`config.mk`:
```
export PLATFORM = sky130hd
export DESIGN_NAME = adc0809_scan_sched
export DESIGN_NICKNAME = d
export VERILOG_FILES = /design/src/rtl/adc0809_scan_sched.sv
export SDC_FILE = /design/constraint.sdc
export NUM_CORES = 1
export LEC_CHECK = 0
export BUFFER_PORTS_ARGS = -buffer_cell sky130_fd_sc_hd__buf_2
export CAP_MARGIN = 10
export CORE_MARGIN = 2
export CORE_UTILIZATION = 59
export CTS_CLUSTER_DIAMETER = 100
export DETAILED_ROUTE_END_ITERATION = 12
export PLACE_DENSITY = 0.8
export SLEW_MARGIN = 25
export SYNTH_ARGS = -nofsm -noshare
export SYNTH_HDL_FRONTEND = slang
export SYNTH_SLANG_ARGS = --single-unit
```
`constraint.sdc`:
```
create_clock -name clk -period 3.8 [get_ports clk]
set_input_delay 0.76 -clock clk [delete_from_list [all_inputs] [get_ports clk]]
set_output_delay 0.76 -clock clk [all_outputs]
set_load 0.1 [all_outputs]
```
`src/rtl/adc0809_scan_sched.sv`:
```
// ADC0809 round-robin scan scheduler. It walks the enabled channels, sequences ALE/START/EOC/OE and stores results in a bank.
// Latency: at least 7 phase ticks per conversion (SELECT..CAPTURE) plus 1 tick in IDLE; a tick is CLK_DIV clk.
// Backpressure: none. The read port never stalls the scan. An EOC timeout is built only with `define ADC_SCAN_TIMEOUT_EN.
module adc0809_scan_sched #(
  parameter int CLK_DIV       = 57,
  parameter int TIMEOUT_TICKS = 255
) (
  input  logic       clk,
  input  logic       rst,
  input  logic       enable,
  input  logic [7:0] chan_mask,
  input  logic       eoc,
  input  logic [7:0] adc_data,
  output logic       ale,
  output logic       start,
  output logic       oe,
  output logic [2:0] addr,
  output logic       busy,
  output logic       sample_stb,
  output logic [2:0] sample_chan,
  output logic [7:0] sample_data,
  input  logic [2:0] rd_chan,
  output logic [7:0] rd_data,
  output logic       rd_valid,
  input  logic       err_clr,
  output logic       timeout_err
);

  localparam logic [2:0] S_IDLE    = 3'd0;
  localparam logic [2:0] S_SELECT  = 3'd1;
  localparam logic [2:0] S_ALE     = 3'd2;
  localparam logic [2:0] S_START   = 3'd3;
  localparam logic [2:0] S_WAIT_LO = 3'd4;
  localparam logic [2:0] S_WAIT_HI = 3'd5;
  localparam logic [2:0] S_OE      = 3'd6;
  localparam logic [2:0] S_CAPTURE = 3'd7;

  localparam int PW = (CLK_DIV > 1) ? $clog2(CLK_DIV) : 1;
  localparam logic [PW-1:0] DIV_MAX = PW'(CLK_DIV - 1);

  logic [2:0]    state;
  logic [2:0]    state_nx;
  logic [PW-1:0] pre_cnt;
  logic          tick;
  logic          eoc_meta;
  logic          eoc_sync;
  logic [2:0]    last_chan;
  logic          nxt_found;
  logic [2:0]    nxt_chan;
  logic          timeout_hit;
  logic          sel_fire;
  logic          cap_fire;
  logic [7:0]    bank [8];
  logic [7:0]    valid;

  assign tick     = (pre_cnt == DIV_MAX);
  assign busy     = (state != S_IDLE);
  assign sel_fire = tick && (state == S_SELECT) && nxt_found;
  assign cap_fire = tick && (state == S_CAPTURE);
  assign rd_data  = bank[rd_chan];
  assign rd_valid = valid[rd_chan];

  // Find the first enabled channel after 'last', searching upward and wrapping. Iterating from the far end lets the nearest hit win.
  function automatic logic [3:0] find_next(input logic [2:0] last, input logic [7:0] mask);
    logic [3:0] r;
    logic [2:0] c;
    r = 4'b0;
    for (int i = 8; i >= 1; i--) begin
      c = last + 3'(i);
      if (mask[c]) r = {1'b1, c};
    end
    return r;
  endfunction

  assign {nxt_found, nxt_chan} = find_next(last_chan, chan_mask);

  // Phase prescaler. It is parked at 0 while idle with the scan disabled, so the first tick after enable comes one full period later.
  always_ff @(posedge clk or posedge rst) begin
    if (rst)                               pre_cnt <= '0;
    else if (state == S_IDLE && !enable)   pre_cnt <= '0;
    else if (tick)                         pre_cnt <= '0;
    else                                   pre_cnt <= pre_cnt + 1'b1;
  end

  // Two-flop synchronizer for the asynchronous EOC pin.
  always_ff @(posedge clk or posedge rst) begin
    if (rst) begin
      eoc_meta <= 1'b1;
      eoc_sync <= 1'b1;
    end else begin
      eoc_meta <= eoc;
      eoc_sync <= eoc_meta;
    end
  end

`ifdef ADC_SCAN_TIMEOUT_EN
  localparam int TW = (TIMEOUT_TICKS > 1) ? $clog2(TIMEOUT_TICKS + 1) : 1;
  localparam logic [TW-1:0] TO_MAX = TW'(TIMEOUT_TICKS - 1);
  logic [TW-1:0] to_cnt;
  logic          to_expired;
  assign to_expired = (to_cnt == TO_MAX);

  // Ticks spent waiting on EOC. The count restarts on entry to WAIT_LO and runs on through WAIT_HI.
  always_ff @(posedge clk or posedge rst) begin
    if (rst)                                                      to_cnt <= '0;
    else if (tick && state == S_START)                            to_cnt <= '0;
    else if (tick && (state == S_WAIT_LO || state == S_WAIT_HI))  to_cnt <= to_cnt + 1'b1;
  end

  // Sticky timeout flag. A timeout that coincides with err_clr wins over the clear.
  always_ff @(posedge clk or posedge rst) begin
    if (rst)              timeout_err <= 1'b0;
    else if (timeout_hit) timeout_err <= 1'b1;
    else if (err_clr)     timeout_err <= 1'b0;
  end
`else
  logic to_expired;
  logic unused_cfg;
  assign to_expired  = 1'b0;
  assign timeout_err = 1'b0;
  assign unused_cfg  = err_clr ^ (TIMEOUT_TICKS != 0);
`endif

  // Next-state decode. Every transition waits for a tick. If the mask goes empty during SELECT, the scan falls back to IDLE.
  always_comb begin
    state_nx    = state;
    timeout_hit = 1'b0;
    if (tick) begin
      case (state)
        S_IDLE:    if (enable && (chan_mask != 8'h00)) state_nx = S_SELECT;
        S_SELECT:  state_nx = nxt_found ? S_ALE : S_IDLE;
        S_ALE:     state_nx = S_START;
        S_START:   state_nx = S_WAIT_LO;
        S_WAIT_LO: begin
          if (to_expired) begin
            timeout_hit = 1'b1;
            state_nx    = S_IDLE;
          end else if (!eoc_sync) begin
            state_nx = S_WAIT_HI;
          end
        end
        S_WAIT_HI: begin
          if (to_expired) begin
            timeout_hit = 1'b1;
            state_nx    = S_IDLE;
          end else if (eoc_sync) begin
            state_nx = S_OE;
          end
        end
        S_OE:      state_nx = S_CAPTURE;
        S_CAPTURE: state_nx = S_IDLE;
        default:   state_nx = S_IDLE;
      endcase
    end
  end

  // State register and pin strobes. The strobes decode from the next state, so they line up exactly with their state.
  always_ff @(posedge clk or posedge rst) begin
    if (rst) begin
      state       <= S_IDLE;
      ale         <= 1'b0;
      start       <= 1'b0;
      oe          <= 1'b0;
      addr        <= 3'd0;
      last_chan   <= 3'd7;
      sample_stb  <= 1'b0;
      sample_chan <= 3'd0;
      sample_data <= 8'h00;
    end else begin
      state      <= state_nx;
      ale        <= (state_nx == S_ALE);
      start      <= (state_nx == S_START);
      oe         <= (state_nx == S_OE) || (state_nx == S_CAPTURE);
      sample_stb <= cap_fire;
      if (sel_fire) addr <= nxt_chan;
      if (cap_fire) begin
        sample_chan <= addr;
        sample_data <= adc_data;
      end
      if (cap_fire || timeout_hit) last_chan <= addr;
    end
  end

  // Result bank. It is written on the capture tick, so a same-clk read still returns the previous value.
  always_ff @(posedge clk or posedge rst) begin
    if (rst) begin
      for (int i = 0; i < 8; i++) bank[i] <= 8'h00;
      valid <= 8'h00;
    end else if (cap_fire) begin
      bank[addr]  <= adc_data;
      valid[addr] <= 1'b1;
    end
  end

endmodule

```
* Word level (Yosys, flattened, before mapping) *
Cells that the tools add are included.

word-level totals
  logic and storage cells = 112
  register bits = 104

operators by class
  equal/unequal tests = 12
  order comparisons = 14
  add/sub/neg operators = 8
  bitwise logic cells = 3
  multiplexer cells = 42
  reductions and logical operators = 12

operators with widths
  kind                                                                          count
  64-bit bitwise mux                                                            1
  3-bit by 4-bit less-than comparator with 1-bit output, second input constant  10
  4-bit two-way mux                                                             8
  1-bit binary-select mux with 3-bit select                                     9
  8-bit binary-select mux with 3-bit select                                     1
  8-bit demux with 3-bit select                                                 1
  8-bit two-way mux                                                             3
  3-bit case mux with 8 select lines                                            1
  3-bit equality test, second input constant                                    6
  3-bit adder, second input constant                                            4
  3-bit by 2-bit equality test with 1-bit output, second input constant         4
  3-bit two-way mux                                                             4
  6-bit two-way mux                                                             2
  1-bit two-way mux                                                             10
  4-bit >= comparator, second input constant                                    2
  3-bit inverter with 4-bit output                                              2
  8-bit bitwise OR                                                              1
  8-bit nonzero test                                                            1
  1-bit logical AND                                                             7
  3-bit by 2-bit adder with 3-bit output, second input constant                 2
  6-bit by 1-bit adder with 6-bit output, second input constant                 1
  6-bit equality test, second input constant                                    1
  4-bit by 1-bit less-than comparator with 1-bit output, second input constant  1
  3-bit by 1-bit adder with 3-bit output, second input constant                 1
  8 further kinds                                                               8

* Logic depth before layout (Yosys ltp) *
  depth in word-level cells = 15
  gate-level depth with buffers = 11
  depth with buffers taken out = 8

* Least setup slack after synthesis *
No wires, ideal clock.

  path kind = input -> output
  start point = input rd_chan[0]
  end point = output rd_data[0]
  cell stages on the path = 4
  setup slack = 0.447 ns
  arrival = 2.593 ns
  cells stage by stage = clkbuf_1 -> buf_2 -> mux4_2 -> mux2_2

on the way
  word-level cells in the longest chain between the ends = 4

ends and longest elaborated chain
  element                                                 RTL line  text
  from (decl)                                             22        input logic [2:0] rd_chan,
  3-bit inverter with 4-bit output (not written as such)  60        assign rd_data = bank[rd_chan];
  8-bit binary-select mux with 3-bit select               60
  8-bit two-way mux (not written as such) (2 in series)   60
  to (decl)                                               23        output logic [7:0] rd_data,

No other way between the ends. The select of a mux whose other input is x is not followed.

* Final worst setup path *
  start point = input rd_chan[0]
  end point = output rd_valid

on the way
  word-level cells in the longest chain between the ends = 2

ends and longest elaborated chain
  element                                    RTL line  text
  1-bit binary-select mux with 3-bit select  61        assign rd_valid = valid[rd_chan];
  1-bit two-way mux (not written as such)    61
  to (decl)                                  24        output logic rd_valid,

No other way between the ends. The select of a mux whose other input is x is not followed.

==> flow_metrics.tcl <==
set metrics [dict create \
    cts_root_buf "clkbuf_8" \
    slew_headroom_pct 45.8 \
    cp-start-kind "input port" \
    grt_max_degree 61 \
    holdPathStages 0 \
    setup_ws_ns 0.711 \
    grt_pass1_vias 3431 \
    finalSetupTns_ns 0 \
    grt_pass1_wl_um 17700 \
    synth-edff-count 0 \
    synthTopCellsByCount "dfrtp_1, mux2_2, nand2_1" \
    ys.flop_type "dfrtp_1" \
    dpl.hpwl_um 7020 \
    hp-class "register to register" \
    ys_ff_latch 104 \
    area_delta_synth_final_pct 9.81 \
    antenna_found_initial 0 \
    die_w_um 99.4 \
    post_cts_buffers 0 \
    multi_input_area_mm2 0.00260 \
    synth_area_leaders "dfrtp_1, mux2_2, mux4_2, nand2_1, mux2i_1" \
    htree_levels 3 \
    cts_hold_buf 0 \
    cp.arrival_ns 2.33 \
    total_power_w 0.00210 \
    nFillCells 674 \
    finClkSkew_ns 0.0121 \
    routed_wl_um 10600 \
    numCtsBuffers 9 \
    synth_top_area_cell "dfrtp_1" \
    wire_per_inst_um 18.6 \
    syn_inst 410 \
    via_count 3445 \
    grtUsageTotal_pct 23.1 \
    netlist-cell-type-count 57 \
    syn_area_mm2 0.00537 \
    first_pass_iters 5 \
    viasPerCell 6.04 \
    nNetsFinal 485 \
    start_util_pct 61.3 \
    drt_iter0_drc 159 \
    synth_fp_nets 438 \
    hold_viol_final 0 \
    fp.dieH_um 99.4 \
    cts_tree "built" \
    tightestPinTransition_ns 0.810 \
    dp_slack_ns 0.687 \
    ys_async_sr_fraction_pct 100 \
    cts_sinks 104 \
    synth_top_area_share_pct 46.2 \
    syn_area_per_cell_um2 13.1 \
    drtAntennaViolNets 0 \
    maxCapViolCount 0 \
    slew_violations 0 \
    crit_required_ns 3.04 \
    clock_path_buffers 2 \
    ff2ff_path_depth 8 \
    ios 53 \
    leakage_nw 2.67 \
    clk-insertion-delay-late_ns 0.37 \
    yosysWarnings 0 \
    rows 34 \
    rsz0062_at_grt "false" \
    setup_viol 0 \
    clk_pin_slew_worst_paths_ns 0.10 \
    cp-end-kind "output port" \
    gp_congestion 0.875 \
    diodes 0 \
    path_class "input port to output port" \
    core_mm2 0.00876 \
    die_area_mm2 0.00988 \
    regArea_mm2 0.00261 \
    gr-total-overflow 0 \
    fmax_mhz 324 \
    period_share_pct 81.3 \
    powerDensity_mw_per_mm2 357 \
    drc 0 \
    portBuffers 50 \
    yosysMostFrequentCell "dfrtp_1" \
    cts_resized 0 \
    status "complete, no violations" \
    crit_fanout 18 \
    ir_drop_v 0.000216 \
    drive_above_1_share_pct 43.1 \
    period_needed_ns 3.09 \
    ys_seq_area_share_pct 48.6 \
]
layout by cell type (no fill, tap or decap), drive strengths merged, types with 8 or more instances in the layout:
cell / n
mux2: 74
buf: 57
inv: 14
mux4: 29
clkbuf: 9
mux2i: 14
dfrtp: 99
nor2: 17
nand2: 42
nand3: 8
per-layer routing:
layer  up-vias  GRT usage [%]  share of wire, %  routed length (µm)
li1       1601              -                 -                   -
met1      1762           33.0                45                4770
met2        77           37.1                50                5260
met3         5           5.13               4.4                 468
met4         0           5.16              0.82                  87
met5         -              0                 0                   0
kinds of logic (layout without fill, tap and decap cells):
family                   Yosys count  count (layout)  synth area share [%]
XOR/XNOR                           8               8                  1.31
other                              1               1                0.0699
flip-flops                       104             104                  48.6
AND/OR/NAND/NOR                  104             104                  10.8
adder cells (fa/ha/maj)            4               4                 0.932
buffers and inverters             33              85                  2.98
multiplexers                     117             117                  30.4
AO/OA/AOI/OAI                     39              39                  4.97
stage by stage:
| step | instances | hold WS, ns | util [%] | area, µm² |
|---|---|---|---|---|
| final | 570 | 0.374 | 67.3 | 5890 |
| after global routing | 570 | 0.371 | 67.3 | 5890 |
| after floorplan | 410 | 0.345 | - | 5370 |
| after global placement | 554 | 0.347 | 65.0 | 5690 |
| after CTS | 570 | 0.374 | 67.3 | 5890 |
| after detailed placement | 554 | 0.356 | 65.0 | 5690 |
state kept, by name, summed over array words and instances, names as in the netlist, 3 cells and up:
name / cells
pre_cnt: 6
sample_data: 8
sample_chan: 3
last_chan: 3
valid: 8
bank: 64
addr: 3
state: 3
final timing paths:
check / start / to / slack [ns]
min in group asynchronous: rst / bank[30] / 0.50
max reg2reg: last_chan[1] / addr[1] / 0.96
max in group asynchronous: rst / bank[8] / 2.48
min: eoc_meta / eoc_sync / 0.37
max: rd_chan[0] / rd_valid / 0.71
min reg2reg: eoc_meta / eoc_sync / 0.37
critical path, stage by stage:
cell and delay (ns):
buf_2 0.08, buf_4 0.34, mux4_2 0.56, mux2_2 0.29, buf_2 0.30
layout make-up:
class / count / area share, %
timing repair buffer: 57 / 5.14
clock inverter: 7 / 1.32
sequential: 104 / 44.3
tap: 108 / 2.29
inverter: 12 / 0.807
clock buffer: 9 / 2.10
multi-input combinational: 273 / 44.1
where the power goes:
group / switching (W) / internal (W) / leakage (nW)
logic: 0.000173 / 0.0000824 / 1.31
registers: 0.0000192 / 0.00113 / 1.26
clock network: 0.000386 / 0.000310 / 0.100
Power figures use the tool's default switching activity.
